--- src/rtl/div_result_buffer.sv ---
// Result buffer behind pipeline_division: stores every quotient/remainder pair
// in a FIFO and hands it to the consumer over ready/valid. The divider cannot be
// stalled, so in-flight divisions are counted and issue_ok_o is raised only while
// a FIFO slot is guaranteed for every outstanding result.
module div_result_buffer #(
  parameter int unsigned QUOTIENT_WIDTH = 8,
  parameter int unsigned REMINDER_WIDTH = 8,
  parameter int unsigned DEPTH          = 8
) (
  input  logic                         clk_i,
  input  logic                         rst_n_i,
  input  logic                         issue_i,
  output logic                         issue_ok_o,
  input  logic                         valid_i,
  input  logic [QUOTIENT_WIDTH-1:0]    quotient_i,
  input  logic [REMINDER_WIDTH-1:0]    reminder_i,
  output logic                         valid_o,
  input  logic                         ready_i,
  output logic [QUOTIENT_WIDTH-1:0]    quotient_o,
  output logic [REMINDER_WIDTH-1:0]    reminder_o,
  output logic [$clog2(DEPTH+1)-1:0]   count_o,
  output logic                         error_o
);

  localparam int unsigned PtrW = $clog2(DEPTH);
  localparam int unsigned CntW = $clog2(DEPTH + 1);
  localparam logic [CntW-1:0] DepthC = CntW'(DEPTH);
  localparam logic [CntW-1:0] CntOne = CntW'(1);
  localparam logic [PtrW-1:0] PtrOne = PtrW'(1);

  logic [QUOTIENT_WIDTH-1:0] q_mem [DEPTH];
  logic [REMINDER_WIDTH-1:0] r_mem [DEPTH];

  logic [PtrW-1:0] wr_ptr_q, wr_ptr_d;
  logic [PtrW-1:0] rd_ptr_q, rd_ptr_d;
  logic [CntW-1:0] count_q, count_d;
  logic [CntW-1:0] inflight_q, inflight_d;
  logic            error_q, error_d;

  logic            full, pop, push, issue_ok;
  logic [CntW:0]   credit_sum;

  assign full       = (count_q == DepthC);
  assign valid_o    = (count_q != '0);
  assign pop        = valid_o & ready_i;
  // A pop in the same cycle frees the slot, so a full FIFO still accepts.
  assign push       = valid_i & (~full | pop);
  assign credit_sum = {1'b0, count_q} + {1'b0, inflight_q};
  assign issue_ok   = (credit_sum < {1'b0, DepthC});

  assign issue_ok_o = issue_ok;
  assign count_o    = count_q;
  assign error_o    = error_q;
  assign quotient_o = valid_o ? q_mem[rd_ptr_q] : '0;
  assign reminder_o = valid_o ? r_mem[rd_ptr_q] : '0;

  // Next-state for pointers, fill level, in-flight credit and the sticky error.
  always_comb begin
    wr_ptr_d   = push ? wr_ptr_q + PtrOne : wr_ptr_q;
    rd_ptr_d   = pop ? rd_ptr_q + PtrOne : rd_ptr_q;
    count_d    = count_q;
    inflight_d = inflight_q;
    error_d    = error_q;

    case ({push, pop})
      2'b10:   count_d = count_q + CntOne;
      2'b01:   count_d = count_q - CntOne;
      default: count_d = count_q;
    endcase

    // Issue and result together leave the in-flight count unchanged.
    if (issue_i && !valid_i) begin
      if (inflight_q != DepthC) inflight_d = inflight_q + CntOne;
    end else if (!issue_i && valid_i) begin
      if (inflight_q != '0) inflight_d = inflight_q - CntOne;
    end

    if (valid_i && full && !pop)                  error_d = 1'b1;
    if (issue_i && !issue_ok)                     error_d = 1'b1;
    // A result with nothing outstanding (and no zero-latency issue) is unexpected.
    if (valid_i && !issue_i && inflight_q == '0)  error_d = 1'b1;
  end

  // Control state with asynchronous reset.
  always_ff @(posedge clk_i or negedge rst_n_i) begin
    if (!rst_n_i) begin
      wr_ptr_q   <= '0;
      rd_ptr_q   <= '0;
      count_q    <= '0;
      inflight_q <= '0;
      error_q    <= 1'b0;
    end else begin
      wr_ptr_q   <= wr_ptr_d;
      rd_ptr_q   <= rd_ptr_d;
      count_q    <= count_d;
      inflight_q <= inflight_d;
      error_q    <= error_d;
    end
  end

  // Storage array, written on push; contents are not reset.
  always_ff @(posedge clk_i) begin
    if (push) begin
      q_mem[wr_ptr_q] <= quotient_i;
      r_mem[wr_ptr_q] <= reminder_i;
    end
  end

endmodule

--- config.mk ---
export PLATFORM = sky130hd
export DESIGN_NAME = div_result_buffer
export DESIGN_NICKNAME = d
export VERILOG_FILES = /design/src/rtl/div_result_buffer.sv
export SDC_FILE = /design/constraint.sdc
export NUM_CORES = 1
export LEC_CHECK = 0
export ABC_AREA = 1
export CAP_MARGIN = 20
export CORE_MARGIN = 2
export CORE_UTILIZATION = 30
export CTS_BUF_LIST = sky130_fd_sc_hd__clkbuf_2
export DETAILED_ROUTE_END_ITERATION = 10
export HOLD_SLACK_MARGIN = 0.05
export PLACE_DENSITY_LB_ADDON = 0.1
export SETUP_SLACK_MARGIN = 0.05
export SLEW_MARGIN = 20
export SYNTH_ARGS = -nofsm -noshare
export SYNTH_HDL_FRONTEND = slang
export SYNTH_SLANG_ARGS = --single-unit
--- constraint.sdc ---
create_clock -name clk_i -period 2.3 [get_ports clk_i]
set_input_delay 0.345 -clock clk_i [delete_from_list [all_inputs] [get_ports clk_i]]
set_output_delay 0.345 -clock clk_i [all_outputs]
set_load 0.005 [all_outputs]
==> results of run 1 <==
## layout make-up
type                       instances  share of cell area, %
timing repair buffer             116                   15.0
antenna                            1                 0.0305
clock buffer                      20                   1.22
tap                              270                   4.12
inverter                          23                   1.08
sequential                       143                   51.5
multi-input combinational        370                   25.3
clock inverter                    12                   1.74
## worst paths after layout
path                            cells after the start            end   startpoint
worst max-delay path                               10  reminder_o[0]  rd_ptr_q[0]
min in group asynchronous                           2    rd_ptr_q[0]      rst_n_i
worst max register to register                     13    q_mem[0][0]   count_o[1]
worst min register to register                      2        error_o      error_o
max in group asynchronous                           2  inflight_q[1]      rst_n_i
worst min-delay path                                3        error_o      issue_i
## routing by layer
metal,vias up,part of all wire (%),GRT usage [%]
li1,2125,-,-
met1,2096,46,19.6
met2,67,49,26.5
met3,15,3.2,3.40
met4,0,1.1,4.10
met5,-,0,0
## worst reg2reg max path, cell delays in order (launching register included)
cell and delay, ps:
dfrtp_1 420, buf_6 110, nor2_4 30, nand2_2 70, inv_2 50, buf_4 120
buf_4 120, nand2_1 90, nand2_2 90, buf_4 190, inv_2 80, nand2_2 90
nor2_1 200, buf_4 240
## timing repair
item                       in CTS  in global routing
hold endpoints to repair       12                  0
pin swaps                      41                 55
resized for setup             165                 91
hold buffers                    1                  0
gates cloned                    7                  2
setup endpoints to repair      18                 21
buffers inserted               24                 11
## power breakdown
part           internal [W]  switching [W]  total [W]
sequential          0.00325       0.000232    0.00348
clock              0.000610       0.000895    0.00150
combinational       0.00274        0.00299    0.00573
total               0.00659        0.00411     0.0107
## state kept, by name, summed over array words and instances, names as in the netlist
register and cells:
r_mem 64, q_mem 64, error_o 1, count_o 4, wr_ptr_q 3, inflight_q 4, rd_ptr_q 3
## logic make-up after synthesis
kind of cell	after synthesis	synth area share [%]
AO/OA/AOI/OAI	74	5.90
XOR/XNOR	9	1.26
adder cells (fa/ha/maj)	13	2.71
buffers and inverters	49	5.76
flip-flops	143	67.2
AND/OR/NAND/NOR	274	17.2
## stage by stage
stage	hold slack (ps)	utilization (%)	total power (W)	cells	worst slack, ps
after floorplan	49.4	-	0.00603	562	-78.6
after global placement	477	34.8	0.00762	884	72.6
after detailed placement	480	34.8	0.00763	884	77.9
after CTS	172	39.0	0.0104	948	-333
after global routing	204	40.3	0.0115	955	-409
final	259	40.3	0.0107	955	-261
## synth_stat cells
cell type  instances  area share, %
nor2_1           171             10
edfxtp_1         128             61
nand2_1           71            4.2
o21ai_0           54            4.3
nand3_1           23            1.8
inv_1             20            1.2
o21ai_1           18            1.4
dfrtp_1           15            6.0
ha_1              12            2.4
clkbuf_8          11            2.4
buf_6              7            1.3
nor3_1             6           0.48
xnor2_1            6           0.84
buf_2              4           0.32
inv_2              3           0.18
xor2_1             3           0.42
a21oi_1            2           0.16
buf_4              2           0.24
clkbuf_2           2           0.16
nand2_2            2           0.20
fa_1               1           0.32
nand2_4            1           0.18
==> flow_metrics.tcl, run 1 <==
set metrics [dict create \
    final_common_cell "nor2_1" \
    syn_to_final_growth_pct 30.6 \
    cp_common_cell "buf_12" \
    crit_arrival_ps 2220 \
    drt_first_pass_iters 4 \
    tritoncts "built" \
    ys_ff_latch 143 \
    hold_path_class "primary input to register" \
    netlist_area_um2 6280 \
    wl_per_cell_um 17.4 \
    max_slew_margin_pct 47.5 \
    mappedNetlistNets 596 \
    p_per_area_nw_per_um2 1310 \
    setup_viol 16 \
    slew_violations 0 \
    numPortBuffers 43 \
    cts.path.max_buffers 2 \
    synth_cell_types 22 \
    wirelength_um 16600 \
    fillers 1984 \
    path_class "register to primary output" \
    clk_latency_ps 710 \
    tightest_slew_ps 785 \
    multi_input_area_um2 2070 \
    cts_sinks 143 \
    start_util_pct 30.8 \
    start_kind "register" \
    r2r_slack_ps 130 \
    final_antenna_net_count 0 \
    finalNetCount 705 \
    worst_slack_ps -261 \
    track_usage_pct 15.4 \
    rows 52 \
    yosysWarningCount 0 \
    failed_checks "negative setup slack" \
    status "finished, violations left" \
    die_w_um 149 \
    irDropWorstVdd_v 0.000615 \
    path_cells "buf_12 > buf_12 > buf_12 > nor2_1 > nor2_1 > o21ai_0 > nand2_1 > nor2_2 > nor2_2 > buf_2" \
    die-area_um2 22100 \
    antenna_found_initial 1 \
    synth-seq-area-share_pct 67.2 \
    dp.final_hpwl_um 9130 \
    path_buf_inv 4 \
    fmax_mhz 390 \
    critPathTopFamily "buffers and inverters" \
    gp_congestion 0.751 \
    die_y_um 149 \
    grt_max_degree 23 \
    avgSynthCellArea_um2 11.2 \
    drtIter0Drc 228 \
    numCtsBuffers 17 \
    grt.overflow.total 0 \
    layout-drive-gt1-share_pct 31.0 \
    via_per_inst 4.51 \
    ios 44 \
    maxCapViolations 0 \
    endpoint_kind "primary output" \
    hold_violations 0 \
    syn_inst 562 \
    grt_pass1_wl_um 25100 \
    p_leak_nw 3.14 \
    setup_tns_ps -2600 \
    route.detailed.drc 0 \
    cts_max_level 4 \
    placed_area_um2 7090 \
    cp_slowest_stage_delay_ps 510 \
    design_area_um2 8200 \
    most-common-layout-cells "nor2_1, edfxtp_1, nand2_1" \
    core_area_um2 20400 \
    crit_fanout 8 \
    via_count 4303 \
    fin_crit_sh_pct 111 \
    min_period_ps 2560 \
    rsz0062_at_grt "true" \
    register_area_um2 4220 \
    cts-root-buf "clkbuf_2" \
    fin_skew_ps 35.0 \
    clkSlewWorstSetupHoldPaths_ps 200 \
    first_global_vias 4346 \
    slowest_stage "dfrtp_2" \
    worstPathRequired_ps 1960 \
]
No activity file was read; power rests on OpenSTA's default activity.
==> run 2, diff against run 1 <==
--- a/config.mk
+++ b/config.mk
@@ -12,7 +12,6 @@
 export CTS_BUF_LIST = sky130_fd_sc_hd__clkbuf_2
 export DETAILED_ROUTE_END_ITERATION = 10
 export HOLD_SLACK_MARGIN = 0.05
-export PLACE_DENSITY_LB_ADDON = 0.1
 export SETUP_SLACK_MARGIN = 0.05
 export SLEW_MARGIN = 20
 export SYNTH_ARGS = -nofsm -noshare
==> flow_metrics.tcl, run 2 (same netlist as run 1, synthesis figures left out) <==
set metrics [dict create \
    hold_violations 0 \
    crit_start "rd_ptr_q[0]" \
    fin_crit_sh_pct 108 \
    wirelength_um 14600 \
    setup_tns_ps -2090 \
    tightest_slew_ps 459 \
    endpoint_kind "primary output" \
    min_period_ps 2480 \
    gp_congestion 0.774 \
    failed_checks "negative setup slack" \
    setup_viol 16 \
    ios 44 \
    die_y_um 149 \
    slowest_stage "dfrtp_2" \
    slew_violations 0 \
    final_common_cell "edfxtp_1" \
    drtIter0Drc 247 \
    syn_to_final_growth_pct 28.9 \
    irDropWorstVdd_v 0.000446 \
    layout-drive-gt1-share_pct 27.2 \
    tritoncts "built" \
    start_util_pct 30.8 \
    numCtsBuffers 17 \
    p_leak_nw 3.06 \
    grt_max_degree 35 \
    route.detailed.drc 0 \
    clkSlewWorstSetupHoldPaths_ps 200 \
    grt_pass1_wl_um 22100 \
    fin_skew_ps 31.4 \
    cp_num_cells 10 \
    path_cells "buf_6 > buf_12 > buf_16 > nor2_4 > nor2_1 > o21ai_1 > nand2_1 > nor2_1 > nor2_1 > buf_2" \
    rr_startpoint "count_o[1]" \
    wl_per_cell_um 15.5 \
    cts_sinks 143 \
    reg_top3 "q_mem (64), r_mem (64)" \
    finalNetCount 692 \
    cp_slowest_stage_delay_ps 460 \
    fmax_mhz 403 \
    clk_latency_ps 690 \
    via_per_inst 4.52 \
    worst_slack_ps -184 \
    fillers 1916 \
    most-common-layout-cells "edfxtp_1, nor2_1, nand2_1" \
    crit_arrival_ps 2140 \
    crit_fanout 6 \
    grt.overflow.total 0 \
    ff2ff_path_depth 14 \
    max_slew_margin_pct 69.4 \
    worstPathRequired_ps 1960 \
    die-area_um2 22100 \
    drt_first_pass_iters 4 \
    min_path_cells 3 \
    final_antenna_net_count 0 \
    start_kind "register" \
    die_w_um 149 \
    first_global_vias 4166 \
    cts.path.max_buffers 2 \
    p_per_area_nw_per_um2 1260 \
    multi_input_area_um2 2010 \
    cp_common_cell "nor2_1" \
    path_buf_inv 4 \
    maxCapViolations 0 \
    antenna_found_initial 1 \
    fin_util_pct 39.7 \
    cts-root-buf "clkbuf_2" \
    rsz0062_at_grt "true" \
    rows 52 \
    dp.final_hpwl_um 7950 \
    status "finished, violations left" \
    critPathTopFamily "buffers and inverters" \
    path_class "register to primary output" \
    via_count 4255 \
    numPortBuffers 43 \
    hold_start "issue_i" \
    track_usage_pct 13.4 \
    core_area_um2 20400 \
    hold_path_class "primary input to register" \
    cts_max_level 4 \
    register_area_um2 4220 \
]
-- run 2: cell count changes in the layout (fill, tap and decap cells not counted), moves of 4 or more --
cell	delta
o21ai_1	+13
buf_4	-12
o21ai_2	-11
buf_6	-6
buf_2	+5
buf_16	+4
buf_8	-4
clkbuf_2	-4
nor2_4	+4
-- run 2: path summary, 6_finish.rpt --
kind                                 end  slack, ps
setup / recovery           quotient_o[1]       -180
hold / removal                   error_o        270
setup reg to reg              count_o[2]        210
hold reg to reg                  error_o        500
max in group asynchronous  inflight_q[2]       1610
min in group asynchronous        error_o        480
-- run 2: final cells by class --
cell class                      instances  share of cell area [%]
Inverter                               23                    1.16
Clock inverter                         13                    1.72
Tap cell                              270                    4.17
Sequential cell                       143                    52.1
Timing Repair Buffer                  103                    14.8
Clock buffer                           18                    1.11
Multi-Input combinational cell        370                    24.8
Antenna cell                            1                  0.0309
-- run 2: per-layer routing --
| metal | vias to the layer above | routed length [µm] | track usage (%) | part of all wire, % |
|---|---|---|---|---|
| met5 | - | 0 | 0 | 0 |
| met3 | 20 | 532 | 2.79 | 3.6 |
| li1 | 2103 | - | - | - |
| met1 | 2046 | 6160 | 15.8 | 42 |
| met4 | 0 | 308 | 5.24 | 2.1 |
| met2 | 86 | 7610 | 23.8 | 52 |
-- run 2: worst register-to-register path, delay by kind of cell, from the launching register on --
kind	cells	cell delay (ps)
compound gates	2	240
xor+xnor	1	150
fa+ha+maj	2	380
buf+inv	3	300
flops	1	430
simple gates	6	510
-- run 2: repair_timing --
item,CTS,global route
setup endpoints to repair,18,19
cloned,8,3
hold buffers,1,0
gates resized for setup,182,52
endpoints found under the hold margin,15,0
pin swaps,63,49
buffers inserted,17,1
-- run 2: report_power, final --
part | internal [W] | switching [W]
logic | 0.00253 | 0.00283
clock network | 0.000499 | 0.000906
registers | 0.00324 | 0.000208
total | 0.00627 | 0.00394
-- run 2: metrics by stage --
step                      power, W  instance area, µm²  worst slack (ps)  instances  hold slack, ps
final                       0.0102                8090              -184        941             274
after detailed placement   0.00749                7090              83.5        879             461
after global routing        0.0109                8090              -354        941             256
after CTS                  0.00985                7840              -249        936             191
after floorplan            0.00603                6280             -78.6        562            49.4
after global placement     0.00745                7090               138        879             463
